`src/rtl/fft_drain_pkg.sv`:
```
// Shared state encoding and default widths for the FFT frame drain.
package fft_drain_pkg;

  typedef enum logic [1:0] {
    ST_IDLE   = 2'd0,
    ST_STREAM = 2'd1,
    ST_GAP    = 2'd2
  } state_t;

  localparam int DEF_DATA_WIDTH = 64;
  localparam int DEF_LEN_WIDTH  = 12;
  localparam int DEF_GAP_WIDTH  = 8;
  localparam int DEF_FCNT_WIDTH = 16;

endpackage

```
`src/rtl/fft_frame_drain.sv`:
```
// Drains FRAME_LEN words per frame from a show-ahead FIFO into a registered valid/ready stream.
// Define FFT_DRAIN_STATS_EN to add saturating underrun_cnt / stall_cnt outputs.
module fft_frame_drain
  import fft_drain_pkg::*;
#(
  parameter int DATA_WIDTH = DEF_DATA_WIDTH,
  parameter int LEN_WIDTH  = DEF_LEN_WIDTH,
  parameter int GAP_WIDTH  = DEF_GAP_WIDTH,
  parameter int FCNT_WIDTH = DEF_FCNT_WIDTH
) (
  input  logic                  clk,
  input  logic                  rst,
  input  logic                  start,
  input  logic                  cont,
  input  logic                  abort,
  input  logic [LEN_WIDTH-1:0]  frame_len,
  input  logic [GAP_WIDTH-1:0]  gap_cycles,
  output logic                  rd_en,
  input  logic                  rd_vld,
  input  logic [DATA_WIDTH-1:0] rd_data,
  output logic                  m_valid,
  input  logic                  m_ready,
  output logic [DATA_WIDTH-1:0] m_data,
  output logic                  m_sop,
  output logic                  m_last,
  output logic                  busy,
  output logic                  done,
  output logic [FCNT_WIDTH-1:0] frame_cnt
`ifdef FFT_DRAIN_STATS_EN
  ,
  output logic [15:0]           underrun_cnt,
  output logic [15:0]           stall_cnt
`endif
);

  state_t                state_q, state_d;
  logic [LEN_WIDTH-1:0]  words_left_q, words_left_d;
  logic [LEN_WIDTH-1:0]  len_q, len_d;
  logic [GAP_WIDTH-1:0]  gap_q, gap_d;
  logic [GAP_WIDTH-1:0]  gap_cnt_q, gap_cnt_d;

  logic                  m_valid_q;
  logic [DATA_WIDTH-1:0] m_data_q;
  logic                  m_sop_q;
  logic                  m_last_q;
  logic                  done_q;
  logic [FCNT_WIDTH-1:0] frame_cnt_q;

  logic                  out_free;
  logic                  rd_en_c;
  logic                  pop;
  logic                  start_ok;

  assign out_free = !m_valid_q || m_ready;
  // abort also blocks a pop in its own cycle so nothing new enters the output register
  assign rd_en_c  = (state_q == ST_STREAM) && (words_left_q != '0) && out_free && !abort;
  assign pop      = rd_en_c && rd_vld;
  assign start_ok = (state_q == ST_IDLE) && start && (frame_len != '0) && !abort;

  always_comb begin
    state_d      = state_q;
    words_left_d = words_left_q;
    len_d        = len_q;
    gap_d        = gap_q;
    gap_cnt_d    = gap_cnt_q;
    if (abort) begin
      state_d = ST_IDLE;
    end else begin
      case (state_q)
        ST_IDLE: begin
          if (start_ok) begin
            state_d      = ST_STREAM;
            len_d        = frame_len;
            gap_d        = gap_cycles;
            words_left_d = frame_len;
          end
        end
        ST_STREAM: begin
          if (pop) begin
            if (words_left_q == LEN_WIDTH'(1)) begin
              words_left_d = cont ? len_q : '0;
              if (cont && (gap_q != '0)) begin
                state_d   = ST_GAP;
                gap_cnt_d = gap_q;
              end else if (!cont) begin
                state_d = ST_IDLE;
              end
            end else begin
              words_left_d = words_left_q - 1'b1;
            end
          end
        end
        ST_GAP: begin
          if (gap_cnt_q == GAP_WIDTH'(1)) begin
            state_d = ST_STREAM;
          end else begin
            gap_cnt_d = gap_cnt_q - 1'b1;
          end
        end
        default: state_d = ST_IDLE;
      endcase
    end
  end

  always_ff @(posedge clk or posedge rst) begin
    if (rst) begin
      state_q      <= ST_IDLE;
      words_left_q <= '0;
      len_q        <= '0;
      gap_q        <= '0;
      gap_cnt_q    <= '0;
    end else begin
      state_q      <= state_d;
      words_left_q <= words_left_d;
      len_q        <= len_d;
      gap_q        <= gap_d;
      gap_cnt_q    <= gap_cnt_d;
    end
  end

  // Output register: a pop always wins; otherwise the word leaves on m_ready.
  always_ff @(posedge clk or posedge rst) begin
    if (rst) begin
      m_valid_q   <= 1'b0;
      m_data_q    <= '0;
      m_sop_q     <= 1'b0;
      m_last_q    <= 1'b0;
      done_q      <= 1'b0;
      frame_cnt_q <= '0;
    end else begin
      if (pop) begin
        m_valid_q <= 1'b1;
        m_data_q  <= rd_data;
        m_sop_q   <= (words_left_q == len_q);
        m_last_q  <= (words_left_q == LEN_WIDTH'(1));
      end else if (m_ready) begin
        m_valid_q <= 1'b0;
      end
      done_q <= m_valid_q && m_ready && m_last_q;
      if (m_valid_q && m_ready && m_last_q) begin
        frame_cnt_q <= frame_cnt_q + 1'b1;
      end
    end
  end

`ifdef FFT_DRAIN_STATS_EN
  logic [15:0] underrun_q;
  logic [15:0] stall_q;
  logic        underrun_evt;

  assign underrun_evt = (state_q == ST_STREAM) && (words_left_q != '0) && out_free && !rd_vld;

  always_ff @(posedge clk or posedge rst) begin
    if (rst) begin
      underrun_q <= '0;
      stall_q    <= '0;
    end else if (start_ok) begin
      underrun_q <= '0;
      stall_q    <= '0;
    end else begin
      if (underrun_evt && (underrun_q != 16'hFFFF)) underrun_q <= underrun_q + 1'b1;
      if (m_valid_q && !m_ready && (stall_q != 16'hFFFF)) stall_q <= stall_q + 1'b1;
    end
  end

  assign underrun_cnt = underrun_q;
  assign stall_cnt    = stall_q;
`endif

  assign rd_en     = rd_en_c;
  assign m_valid   = m_valid_q;
  assign m_data    = m_data_q;
  assign m_sop     = m_sop_q;
  assign m_last    = m_last_q;
  assign busy      = (state_q != ST_IDLE) || m_valid_q;
  assign done      = done_q;
  assign frame_cnt = frame_cnt_q;

endmodule

```
`config.mk`:
```
export PLATFORM = sky130hd
export DESIGN_NAME = fft_frame_drain
export DESIGN_NICKNAME = d
export VERILOG_FILES = /design/src/rtl/fft_drain_pkg.sv /design/src/rtl/fft_frame_drain.sv
export SDC_FILE = /design/constraint.sdc
export NUM_CORES = 1
export LEC_CHECK = 0
export BUFFER_PORTS_ARGS = -buffer_cell sky130_fd_sc_hd__buf_4
export CORE_MARGIN = 2
export CORE_UTILIZATION = 45
export CTS_BUF_LIST = sky130_fd_sc_hd__clkbuf_16
export DETAILED_ROUTE_END_ITERATION = 7
export PLACE_DENSITY = 0.75
export SYNTH_ARGS = -nofsm -noshare
export SYNTH_HDL_FRONTEND = slang
export SYNTH_SLANG_ARGS = --single-unit
```
`constraint.sdc`:
```
create_clock -name clk -period 4 [get_ports clk]
set_clock_uncertainty 0.15 [all_clocks]
set_input_delay 0.2 -clock clk [delete_from_list [all_inputs] [get_ports clk]]
set_output_delay 0.2 -clock clk [all_outputs]
set_load 0.05 [all_outputs]
```
**Word level (Yosys, flattened, before mapping)**

Cells that the tools add are included.

- Bits in registers: 126
- Input bits: 91
- Output and inout port bits: 86

- Add/sub/neg operators: 3
- Equality and inequality tests: 15
- Multiplexer cells: 20
- Bitwise operators: 1
- Reductions and logical operators: 26

Operators with widths:

| operator | number |
|---|---|
| $mux 12 | 4 |
| $mux 8 | 4 |
| $pmux 12 s2 | 1 |
| $reduce_bool 12->1 | 2 |
| $add 16x1->16 const B | 1 |
| $pmux 8 s2 | 1 |
| $mux 2 | 7 |
| $eq 12x1->1 const B | 1 |
| $eq 12x12->1 | 1 |
| $sub 12x1->12 const B | 1 |
| $logic_and 1x1->1 | 10 |
| $ne 3x3->1 const B | 3 |
| $eq 8x1->1 const B | 1 |
| $reduce_bool 2->1 | 4 |
| $reduce_bool 8->1 | 1 |
| $sub 8x1->8 const B | 1 |
| $ne 2x2->1 const B | 3 |
| $pmux 2 s3 | 1 |
| $reduce_and 6->1 | 1 |
| $reduce_and 5->1 | 1 |
| $ne 2x1->1 const B | 2 |
| $ne 4x3->1 const B | 1 |
| $reduce_and 4->1 | 1 |
| $ne 3x2->1 const B | 1 |
| other kinds (8) | 11 |

**Logic depth before layout (Yosys ltp)**

- Depth in word-level cells: 8
- Gate-level depth with buffers: 9
- Gate-level depth less buffers: 7

**Worst setup path before layout**

OpenSTA, ideal clock, no wires.

- Path type: register to output
- From: reg state_q[0]
- To: out rd_en
- Arrival: 1.894 ns
- Required time: 3.650 ns
- Path slack: 1.756 ns
- Stages on the path, launching flop included: 6
- Buffers on the path: 2
- Cell sequence: dfrtp_1 -> nor2b_1 -> buf_2 -> buf_1 -> nand3_1 -> nor2_1

- Cells in the longest elaborated chain, start to end: 4

Ends and longest elaborated chain:

| item | RTL line | RTL |
|---|---|---|
| start, declared | fft_frame_drain.sv:36 | `state_t state_q, state_d;` |
| start signal, assigned | fft_frame_drain.sv:113 | `state_q <= state_d;` |
| $eq 2x1->1 | fft_frame_drain.sv:56 | `assign rd_en_c = (state_q == ST_STREAM) && (words_left_q != '0) && out_free && !abort;` |
| $logic_and 1x1->1 (3 in series) | fft_frame_drain.sv:56 |  |
| end, declared | fft_frame_drain.sv:18 | `output logic rd_en,` |

Every way passes these cells.

**Worst setup path after layout**

- From: reg words_left_q[2]
- To: reg gap_cnt_q[1]

- Cells in the longest elaborated chain, start to end: 7
- Elaborated cells on any way between the ends: 9
- Classes of those cells: 3 x eq/ne; 6 x reduce/logical

Ends and longest elaborated chain:

| item | RTL line | RTL |
|---|---|---|
| start, declared | fft_frame_drain.sv:37 | `logic [LEN_WIDTH-1:0] words_left_q, words_left_d;` |
| start signal, assigned | fft_frame_drain.sv:114 | `words_left_q <= words_left_d;` |
| $reduce_bool 12->1 | fft_frame_drain.sv:56 |  |
| $logic_and 1x1->1 (3 in series) | fft_frame_drain.sv:56 |  |
| $logic_and 1x1->1 | fft_frame_drain.sv:57 | `assign pop = rd_en_c && rd_vld;` |
| $ne 2x2->1 (no line) | n/a |  |
| $reduce_and 6->1 (no line) (*) | n/a |  |
| end signal, assigned | fft_frame_drain.sv:117 | `gap_cnt_q <= gap_cnt_d;` |
| end, declared | fft_frame_drain.sv:40 | `logic [GAP_WIDTH-1:0] gap_cnt_q, gap_cnt_d;` |

Mark *: on every way between the ends. The rest lies on a longest branch, timed or not.
A chain may end at the register's enable or synchronous reset.

==> summary by stage <==
Final layout
Excluding fillers, the count of instances in the completed layout stands at 1,091. The signed area change from the synthesized netlist to the final layout is 49.4%. In the layout the commonest cells are nand2_1, buf_4, dfrtp_1. The summed area of non-filler cells in the final layout is 8690 sq um.

Fill cells in the final layout number 959. In the final design database the tool counted 1,003 nets. The most common cell after layout, fill and taps aside is nand2_1.

Cells fill 68.8% of the core in the end. The layout cell share with drive strength beyond 1 is 23.9%. The repair_antennas step left the layout with diodes totalling 0.

Clocking
The count of H-tree levels built during CTS is 4. CTS placed an instance of clkbuf_16 at the clock tree root. The clock buffer count from CTS is 17. The number of clock sinks is 126. After clock tree synthesis, the clock-pin slew on the worst setup and hold paths is 0.05 ns. The later pin in the worst-skew pair is clocked with a latency of 0.42 ns.

The total setup buffers inserted after CTS is 0. The CTS tree is yes. The maximum clock path buffer count is 2.

Global route
The first-pass GRT wire length is 30,400 microns. The maximum number of pins on one net before global-route repair is 71. The via count of the first global-routing pass is 6,057. The aggregate global routing overflow is 0. The initial antenna violation count is 0.

Across every metal layer, demand over resource in global routing totals 27.4%.

Detailed routing
In this run, the number of DRC markers left after iteration 0 of detailed routing was 382. The average routed wire per standard cell is 16.9 microns. The ratio of routed vias to standard cells is 5.35. The post-detailed-route DRC marker count is 0. The number of iterations in the first detailed-routing pass is 5.

The total length of routed wires is 18,400 microns. The via count is 5,840. Once detail routing completed, the nets flagged for antenna violations numbered 0.

Hold path
The type of the tightest min-delay check is input pin to flop. The number of cells traversed by the worst hold path is 4. The critical hold path startpoint is start. The worst min-delay path endpoint is state_q[0].

Timing
The sum of negative setup slack is 0 ns. Counting I/O delays and the setup requirement, the final critical path takes 2.96 ns. Setup repair after global routing left no endpoint under its margin. After layout, the worst setup slack is 1.04 ns.

The hold slack is 0.0503 ns. For this run, the top clock speed supported by timing is 0.338 GHz. The actual slew at the worst max-slew pin is 1.06 ns. The final worst-path cycle share is 74.0%. The final hold violation count came to 0. The worst-case headroom to the max-slew limit is 29.0%. Setup violations remaining at the end of the flow were counted as 0. The final number of max-transition violations was 0.

Die
The area of the placeable core is 12,600 sq um. The die is 118 microns wide. The starting density of the core is 46.1%. The top-level port count is 177. After floorplanning, the core was divided into 41 placement rows.

The floorplan die area is 13,800 sq um. The vertical extent of the die is 118 microns.

Place
The post-placement cell area is 7260 sq um. The estimated wirelength of the detail-placed design is 10,900 microns. After detailed placement, the design holds a cell count of 972.

The number of input and output port buffers inserted is 176. The worst setup timing slack at the placement stage is 1.11 ns. The final estimated routing congestion in global placement is 0.920.

Synth
The share of the Yosys chip area taken by registers is 54.2%. Each instance of the synthesized netlist takes up on average 8.92 sq um. The total nets after synthesis is 749. Among all flip-flop cells after synthesis, the most frequent one is dfrtp_1.

The mapped netlist covers 5820 sq um. In the synthesized netlist the async set-or-reset flop fraction comes to 100%. The flop and latch count out of synthesis is 126. The count of distinct cell types in the synthesized netlist is 56. The number of instances in the synthesized netlist is 652. The count of flip-flops with a built-in enable after synthesis is 0. The count of yosys warnings during synthesis is 0.

Setup path
The largest fanout of any net on the critical path is 14. The required time of the worst setup path is 4.18 ns. The worst register-to-register path has a setup slack of 1.04 ns. By startpoint and endpoint, the worst setup path is classified as flop to flop. The count of cells along the worst register-to-register path is 6. The worst register-to-register path ends at gap_cnt_q[1]. The critical path startpoint category is a flop. In this run the critical register-to-register path is launched from words_left_q[2]. For the worst setup path, the data arrival time is 3.14 ns. STA classifies the critical path endpoint as a flop.

Pwr
The share of total power dissipated in sequential elements is 36.7%. The net switching fraction of the power is 37.8%. The portion of total power attributed to the clock network is 31.2%.

The power density over cell area is 537 nW/um^2. The post-layout total power is 4.66 mW. The internal portion of the total power is 2.90 mW.

Summed over all nets, the switching power comes to 1.76 mW. The analysis attributes to cell leakage a power of 4.41 nW. The maximum ir drop on the vdd rail is 0.468 mV. The fraction of power consumed by combinational cells is 32.1%.

Outcome
The run finished with clean final reports.

Run
The number of violations of the max-capacitance limit is 0.
-- repair_timing --
action	CTS	global route
hold endpoints to repair	160	0
hold buffers	87	0
gates resized for setup	0	0
-- power groups by stage --
stage	Clock (mW)	Combinational [mW]	Sequential, mW
after global routing	1.54	1.59	1.74
after floorplan	0	0.388	2.24
after global placement	0	1.38	1.70
final	1.46	1.50	1.71
after CTS	1.47	1.47	1.70
after detailed placement	0	1.40	1.71
-- layout make-up --
class | count | area [sq um] | area share, %
clock buffer | 17 | 425 | 4.90
clock inverter | 15 | 133 | 1.53
inverter | 8 | 37.5 | 0.432
multi-input combinational | 484 | 2490 | 28.6
sequential | 126 | 3150 | 36.3
tap | 172 | 215 | 2.48
timing repair buffer | 269 | 2240 | 25.7
-- layer usage --
metal / global-route usage (%) / vias up / part of all wire [%]
met5: 0 / - / 0
met4: 11.5 / 0 / 2.7
met3: 7.95 / 45 / 7.4
met2: 46.6 / 280 / 51
met1: 32.3 / 2838 / 39
li1: - / 2677 / -
-- synth_stat cells (2+ instances only) --
cell type / number / area, sq um
nor3b_1: 2 / 15.0
nor3_2: 2 / 20.0
o2bb2ai_1: 2 / 17.5
buf_2: 6 / 30.0
nand3_1: 14 / 70.1
a21o_1: 2 / 15.0
ha_1: 6 / 75.1
nand2b_1: 3 / 18.8
o41ai_1: 4 / 35.0
o21ai_1: 5 / 25.0
o22ai_1: 5 / 31.3
o21ai_0: 12 / 60.1
a311oi_1: 2 / 17.5
mux2_2: 2 / 22.5
nand4_1: 10 / 62.6
buf_1: 4 / 15.0
xor2_1: 19 / 166
nor2b_1: 2 / 12.5
a31oi_1: 6 / 37.5
a41oi_1: 2 / 17.5
o31ai_1: 2 / 15.0
nor3_1: 9 / 45.0
a22o_1: 2 / 17.5
dfrtp_1: 126 / 3150
nand3b_1: 2 / 15.0
a21oi_1: 12 / 60.1
or3_1: 2 / 12.5
inv_1: 7 / 26.3
and3_1: 7 / 43.8
xnor2_1: 14 / 123
o311ai_0: 2 / 17.5
a22oi_1: 2 / 15.0
nand2_1: 280 / 1050
nor4_1: 11 / 68.8
a32oi_1: 2 / 17.5
nor2_1: 21 / 78.8
clkbuf_1: 22 / 82.6
-- worst max path at each step --
stage / startpoint / endpoint
2_1_floorplan: rst / done
3_3_place_gp: words_left_q[2] / gap_cnt_q[1]
3_5_place_dp: words_left_q[2] / gap_cnt_q[1]
4_1_cts: words_left_q[2] / gap_cnt_q[1]
5_1_grt: words_left_q[2] / words_left_q[7]
6_report: words_left_q[2] / gap_cnt_q[1]
-- registers in the layout, indices dropped and copies added, names as in the netlist, 2 cells and up --
register / count
gap_cnt_q: 8
words_left_q: 12
state_q: 2
gap_q: 8
m_data: 64
frame_cnt: 16
len_q: 12
-- kinds of logic (layout without fill, tap and decap cells) --
kind of cell,count (synthesis),after routing,synth area share (%)
simple gates,371,371,27.2
flops,126,126,54.2
compound gates,71,71,8.67
buf+inv,42,309,3.12
xor+xnor,33,33,4.97
fa+ha+maj,6,6,1.29
mux,3,3,0.559
-- worst max-delay path, cell delays in order (launching register included) --
cell     delay [ns]
dfrtp_1        0.45
nor3_2         0.59
and4_1         0.71
a21oi_4        0.18
or3_1          0.51
inv_6          0.10
mux2i_1        0.18
Note: power is estimated with default switching activity, not from simulation.
